`config.mk`:
```
export PLATFORM = sky130hd
export DESIGN_NAME = ram_port_arbiter
export DESIGN_NICKNAME = d
export VERILOG_FILES = /design/src/rtl/ram_port_arbiter.sv
export SDC_FILE = /design/constraint.sdc
export NUM_CORES = 1
export LEC_CHECK = 0
export ABC_AREA = 1
export CORE_MARGIN = 1
export CORE_UTILIZATION = 33
export DETAILED_ROUTE_END_ITERATION = 10
export GPL_ROUTABILITY_DRIVEN = 1
export PLACE_DENSITY = 0.77
export SLEW_MARGIN = 20
export SYNTH_ARGS = -nofsm -noshare
export SYNTH_HDL_FRONTEND = slang
export SYNTH_SLANG_ARGS = --single-unit
export TNS_END_PERCENT = 100
```
`constraint.sdc`:
```
create_clock -name clk -period 1.1 [get_ports clk]
set_input_delay 0.22 -clock clk [delete_from_list [all_inputs] [get_ports clk]]
set_output_delay 0.22 -clock clk [all_outputs]
set_load 0.01 [all_outputs]
```
`src/rtl/ram_port_arbiter.sv`:
```
// Arbiter and CLEAR sequencer for a shared word-select RAM bank (1 write, 2 read ports).
// Optional macro ARB_BYPASS_EN: same-cycle same-address read returns the write data.
module ram_port_arbiter #(
    parameter int DATA_W = 2,
    parameter int ADDR_W = 1
) (
    input  logic                    clk,
    input  logic                    reset,
    input  logic                    clear_req,
    output logic                    busy,
    output logic                    clear_done,
    input  logic                    req_a,
    input  logic                    we_a,
    input  logic [ADDR_W-1:0]       addr_a,
    input  logic [DATA_W-1:0]       wdata_a,
    output logic                    gnt_a,
    output logic                    rvalid_a,
    output logic [DATA_W-1:0]       rdata_a,
    input  logic                    req_b,
    input  logic                    we_b,
    input  logic [ADDR_W-1:0]       addr_b,
    input  logic [DATA_W-1:0]       wdata_b,
    output logic                    gnt_b,
    output logic                    rvalid_b,
    output logic [DATA_W-1:0]       rdata_b,
    output logic [DATA_W-1:0]       ram_write_data,
    output logic [(2**ADDR_W)-1:0]  ram_write_select,
    output logic [(2**ADDR_W)-1:0]  ram_read_select_1,
    output logic [(2**ADDR_W)-1:0]  ram_read_select_2,
    input  logic [DATA_W-1:0]       ram_read_data_1,
    input  logic [DATA_W-1:0]       ram_read_data_2
);

    localparam int DEPTH = 2**ADDR_W;

    typedef enum logic {ST_IDLE, ST_CLEAR} state_t;

    state_t              state_q, state_d;
    logic                rr_q, rr_d;            // 0: A has write priority, 1: B
    logic [ADDR_W-1:0]   cnt_q, cnt_d;
    logic                rvalid_a_q, rvalid_a_d, rvalid_b_q, rvalid_b_d;
    logic [DATA_W-1:0]   rdata_a_q, rdata_a_d, rdata_b_q, rdata_b_d;
    logic                clear_done_q, clear_done_d;
    logic                rd_a, rd_b, win_a, win_b, last_word;

    function automatic logic [DEPTH-1:0] onehot(input logic [ADDR_W-1:0] a);
        logic [DEPTH-1:0] v;
        v    = '0;
        v[a] = 1'b1;
        return v;
    endfunction

    always_ff @(posedge clk or posedge reset) begin
        if (reset) begin
            state_q      <= ST_IDLE;
            rr_q         <= 1'b0;
            cnt_q        <= '0;
            rvalid_a_q   <= 1'b0;
            rvalid_b_q   <= 1'b0;
            rdata_a_q    <= '0;
            rdata_b_q    <= '0;
            clear_done_q <= 1'b0;
        end else begin
            state_q      <= state_d;
            rr_q         <= rr_d;
            cnt_q        <= cnt_d;
            rvalid_a_q   <= rvalid_a_d;
            rvalid_b_q   <= rvalid_b_d;
            rdata_a_q    <= rdata_a_d;
            rdata_b_q    <= rdata_b_d;
            clear_done_q <= clear_done_d;
        end
    end

    assign last_word = (cnt_q == ADDR_W'(DEPTH-1));

    always_comb begin
        state_d      = state_q;
        cnt_d        = cnt_q;
        rr_d         = rr_q;
        clear_done_d = 1'b0;
        rvalid_a_d   = rd_a;
        rvalid_b_d   = rd_b;
        rdata_a_d    = rdata_a_q;
        rdata_b_d    = rdata_b_q;
        if (rd_a) rdata_a_d = ram_read_data_1;
        if (rd_b) rdata_b_d = ram_read_data_2;
`ifdef ARB_BYPASS_EN
        if (rd_a && |(ram_write_select & ram_read_select_1)) rdata_a_d = ram_write_data;
        if (rd_b && |(ram_write_select & ram_read_select_2)) rdata_b_d = ram_write_data;
`endif
        if (win_a) rr_d = 1'b1;
        if (win_b) rr_d = 1'b0;
        case (state_q)
            ST_IDLE: begin
                if (clear_req) begin
                    state_d = ST_CLEAR;
                    cnt_d   = '0;
                end
            end
            ST_CLEAR: begin
                cnt_d = cnt_q + 1'b1;
                if (last_word) begin
                    state_d      = ST_IDLE;
                    clear_done_d = 1'b1;
                end
            end
            default: state_d = ST_IDLE;
        endcase
    end

    always_comb begin
        rd_a              = 1'b0;
        rd_b              = 1'b0;
        win_a             = 1'b0;
        win_b             = 1'b0;
        ram_write_select  = '0;
        ram_write_data    = '0;
        ram_read_select_1 = '0;
        ram_read_select_2 = '0;
        busy              = (state_q == ST_CLEAR);
        if (state_q == ST_IDLE) begin
            rd_a  = req_a && !we_a;
            rd_b  = req_b && !we_b;
            win_a = req_a && we_a && (!(req_b && we_b) || !rr_q);
            win_b = req_b && we_b && (!(req_a && we_a) || rr_q);
            if (rd_a) ram_read_select_1 = onehot(addr_a);
            if (rd_b) ram_read_select_2 = onehot(addr_b);
            if (win_a) begin
                ram_write_select = onehot(addr_a);
                ram_write_data   = wdata_a;
            end else if (win_b) begin
                ram_write_select = onehot(addr_b);
                ram_write_data   = wdata_b;
            end
        end else begin
            ram_write_select = onehot(cnt_q);
        end
        gnt_a = rd_a || win_a;
        gnt_b = rd_b || win_b;
    end

    assign rvalid_a   = rvalid_a_q;
    assign rvalid_b   = rvalid_b_q;
    assign rdata_a    = rdata_a_q;
    assign rdata_b    = rdata_b_q;
    assign clear_done = clear_done_q;

endmodule

```
==> results.txt, run 1 <==
Along the worst path, the maximum fanout reaches 5. The cell count after placement is 125. Entering global routing, the biggest net connects 11 pins.

Setup violations remaining at the end of the flow were counted as 13. The area overhead of the layout relative to synthesis is 109%. The post-synth net total is 84. After detailed routing, the average wire length per cell comes to 12.9 um. CTS built an H-tree with a depth of 1. The mapped netlist covers 510 um^2. The flow ran to the end, but the final reports show violations. The maximum cell stage delay along the critical path is 0.41 ns. The number of rows created at floorplan came out at 13. At the worst endpoint, the required time is 0.88 ns. The total clock buffers created by CTS came out at 3. The kind of path behind the tightest hold check is in -> async. The CTS tree is yes.

The layout cell share with drive strength beyond 1 is 0.529. The final-layout fill cell count is 104. The setup slack of the worst register-to-register path came out at -0.08 ns. The number of warnings issued by yosys came out at 0. Setup repair after global routing could not meet its margin everywhere. The core region area is 1370 um^2. The number of violations reported at the end of detailed-routing iteration 0 came out at 8. In this run the tool buffered the top-level ports with 34 buffer cells. The endpoint of the most critical register-to-register path is rr_q$_DFFE_PP0P_. The total half-perimeter wirelength after legalization and detailed placement came out at 1110 um. The antenna cell count came out at 0. The worst clock skew is 0.00185 ns. The maximum clock insertion buffer count came out at 2. Dividing the detail-routed via count by the number of cells gives 4.67. The checks that failed: negative setup slack. The worst IR drop on VDD is 1.58 mV. The final count of hold timing violations came out at 0. The worst-skew pair later-pin latency is 0.26 ns. Data arrives at the worst endpoint at 1.32 ns. The shortest clock period the worst path allows after layout is 1.54 ns. The type of the worst setup path is reg -> out.

Measured against its own limit, the worst slew margin works out to 0.742. The total number of clock tree sinks is 10. The DRC violation count after routing came out at 0.

The initial core utilization is 0.374. The number of hold buffers added after CTS was 0. The via count of the first global-routing pass was 556. The remaining antenna violation count came out at 0. The post-synthesis sequential element count came out at 10. The kind of end point of the critical path is a primary output.

The maximum frequency from static timing analysis is 648 MHz. The width of the chip is 41.3 um. The cell with the biggest individual delay on the critical path is sky130_fd_sc_hd__dfrtp_1.

The average instance in the mapped netlist occupies 7.62 um^2. At the end of the flow the core is filled with cells to 0.779. At the end of the flow, the number of nets in the layout was 138. The cell leakage power came out at 0.000569 uW. The share of the Yosys chip area taken by registers is 0.490. The transition time of the tightest slew-check pin is 0.386 ns. The final period utilization came out at 1.40. The startpoint identified for the worst register-to-register timing path is busy$_DFF_PP0_. The final weighted congestion in routability-driven placement is 0.758. Max-cap violations in this run came to 0. The overflow left after global routing came out at 0. The count of unique library cells instantiated by Yosys came out at 13.

Walking the worst path, the cells encountered are inv_2 > nand2_2 > nor2_4 > buf_6 > nand3_2 > nand3_2 > buf_6. The count of pins over their slew limit came out at 0. The first-pass iteration count of the detailed router is 4.

The area of the die came out at 1710 um^2. The wire length of the first global-routing pass came out at 2290 um. The total I/O pin count came out at 35.

The worst-case setup margin in the final layout is -0.444 ns. The number of cells on the worst reg-to-reg path is 7. The root cell of the clock tree is sky130_fd_sc_hd__clkbuf_4. The finished cells cover 1060 um^2.

The number of antenna violations at the first check in global routing came out at 0. In this run the cell area measured after placement is 955 um^2. The number of non-filler instances in the completed layout came out at 134. The global-route usage over all layers is 0.214. Summed over all layers, the routed wires come to 1730 um. Summing over every cut layer, the via total after detailed routing is 626. The power density relative to cell area is 2000 nW/um^2. The worst setup path is launched from a flop. The gate count after technology mapping came out at 67. From bottom edge to top edge, the die measures 41.3 um. The clock-pin slew reported for the worst setup and hold paths after clock tree synthesis is 0.06 ns.
## critical path: cells and delay by family (launching register included)
kind                   cells  cell delay [ns]
buffers and inverters      3             0.33
and+or+nand+nor            4             0.32
DFF                        1             0.41
## worst max-delay path by stage
| stage | from | cells after the start | slack, ns | to |
|---|---|---|---|---|
| 2_1_floorplan | busy$_DFF_PP0_ | 5 | -0.03 | ram_write_select[0] |
| 3_3_place_gp | req_a | 6 | -0.82 | ram_write_select[0] |
| 3_5_place_dp | req_a | 6 | -0.85 | ram_write_select[0] |
| 4_1_cts | busy$_DFF_PP0_ | 6 | -0.40 | ram_write_select[0] |
| 5_1_grt | busy$_DFF_PP0_ | 7 | -0.55 | ram_write_select[0] |
| 6_report | busy$_DFF_PP0_ | 7 | -0.44 | ram_write_select[0] |
## cells in the final DEF (no fill, tap or decap)
| cell | count |
|---|---|
| sky130_fd_sc_hd__buf_2 | 7 |
| sky130_fd_sc_hd__inv_1 | 7 |
| sky130_fd_sc_hd__nand3_4 | 2 |
| sky130_fd_sc_hd__or2_1 | 1 |
| sky130_fd_sc_hd__nand2_2 | 6 |
| sky130_fd_sc_hd__clkdlybuf4s50_1 | 13 |
| sky130_fd_sc_hd__nor2_4 | 2 |
| sky130_fd_sc_hd__nand3_1 | 3 |
| sky130_fd_sc_hd__nor2_2 | 4 |
| sky130_fd_sc_hd__clkdlybuf4s15_1 | 1 |
| sky130_fd_sc_hd__clkbuf_4 | 3 |
| sky130_fd_sc_hd__nand3_2 | 10 |
| sky130_fd_sc_hd__inv_2 | 4 |
| sky130_fd_sc_hd__buf_6 | 11 |
| sky130_fd_sc_hd__o21ai_1 | 1 |
| sky130_fd_sc_hd__nand2_1 | 16 |
| sky130_fd_sc_hd__dfrtp_1 | 10 |
| sky130_fd_sc_hd__clkbuf_2 | 4 |
| sky130_fd_sc_hd__a21oi_1 | 1 |
| sky130_fd_sc_hd__dlygate4sd2_1 | 3 |
| sky130_fd_sc_hd__buf_4 | 10 |
## sequential cells by signal, summed over array words and instances, names as in the netlist
| signal | count |
|---|---|
| busy | 1 |
| clear_done | 1 |
| cnt_q | 1 |
| rdata_a | 2 |
| rdata_b | 2 |
| rr_q | 1 |
| rvalid_a | 1 |
| rvalid_b | 1 |
## synthesized netlist by cell type
cell type,instances,area (um^2)
sky130_fd_sc_hd__dfrtp_1,10,250
sky130_fd_sc_hd__nand3_2,2,20.0
sky130_fd_sc_hd__or2_1,1,6.26
sky130_fd_sc_hd__nand2_2,1,6.26
sky130_fd_sc_hd__nand2_1,21,78.8
sky130_fd_sc_hd__nor2_1,4,15.0
sky130_fd_sc_hd__nor2_2,1,6.26
sky130_fd_sc_hd__o21ai_1,1,5.00
sky130_fd_sc_hd__nand3_1,13,65.1
sky130_fd_sc_hd__inv_1,8,30.0
sky130_fd_sc_hd__nor2_4,1,11.3
sky130_fd_sc_hd__a21oi_1,1,5.00
sky130_fd_sc_hd__inv_2,3,11.3
## cells by family after synthesis
group | Yosys count | share of synthesized area
AOI/OAI and AO/OA | 2 | 0.0196
buffers and inverters | 11 | 0.0809
and+or+nand+nor | 44 | 0.409
DFF | 10 | 0.490
## final cells by class
type,instances,area [um^2],area share
clock buffers,3,22.5,0.0212
flip-flops and latches,10,250,0.235
repair buffers,49,420,0.395
inverters,11,41.3,0.0388
multi-input cells,46,312,0.293
well taps,15,18.8,0.0176
## stage by stage
stage          setup TNS, ns  hold WS [ns]  power (uW)  setup slack, ns
2_1_floorplan         -0.128        0.0602        1060          -0.0313
3_3_place_gp           -8.72         0.463        1730           -0.819
3_5_place_dp           -9.10         0.464        1760           -0.854
4_1_cts                -3.55         0.244        2030           -0.405
5_1_grt                -5.33         0.261        2300           -0.545
6_report               -3.97         0.240        2120           -0.444
## power by group
| part | total (uW) | leakage (uW) | internal [uW] | switching (uW) |
|---|---|---|---|---|
| sequential | 621 | 0.000125 | 527 | 94.0 |
| combinational | 1260 | 0.000431 | 660 | 604 |
| clock | 239 | 0.0000138 | 126 | 114 |
| total | 2120 | 0.000569 | 1310 | 812 |
## timing repair
action,4_1_cts,5_1_grt
pin swaps,3,7
setup buffers,3,3
gates resized for setup,78,20
endpoints found under the setup margin,21,21
## per-layer routing
layer / global-route usage / vias to the layer above / wire [um]
li1: - / 317 / -
met1: 0.240 / 282 / 674
met2: 0.371 / 27 / 929
met3: 0.0957 / 0 / 128
met4: 0.0484 / 0 / 0
met5: 0 / - / 0
Note: power is estimated with default switching activity, not from simulation.
==> run 2: changes to the inputs <==
--- a/config.mk
+++ b/config.mk
@@ -8,6 +8,7 @@
 export ABC_AREA = 1
 export CORE_MARGIN = 1
 export CORE_UTILIZATION = 33
+export CTS_CLUSTER_SIZE = 8
 export DETAILED_ROUTE_END_ITERATION = 10
 export GPL_ROUTABILITY_DRIVEN = 1
 export PLACE_DENSITY = 0.77
==> results of run 2 <==
No change in the layout: final DEF, timing and power equal those of run 1.
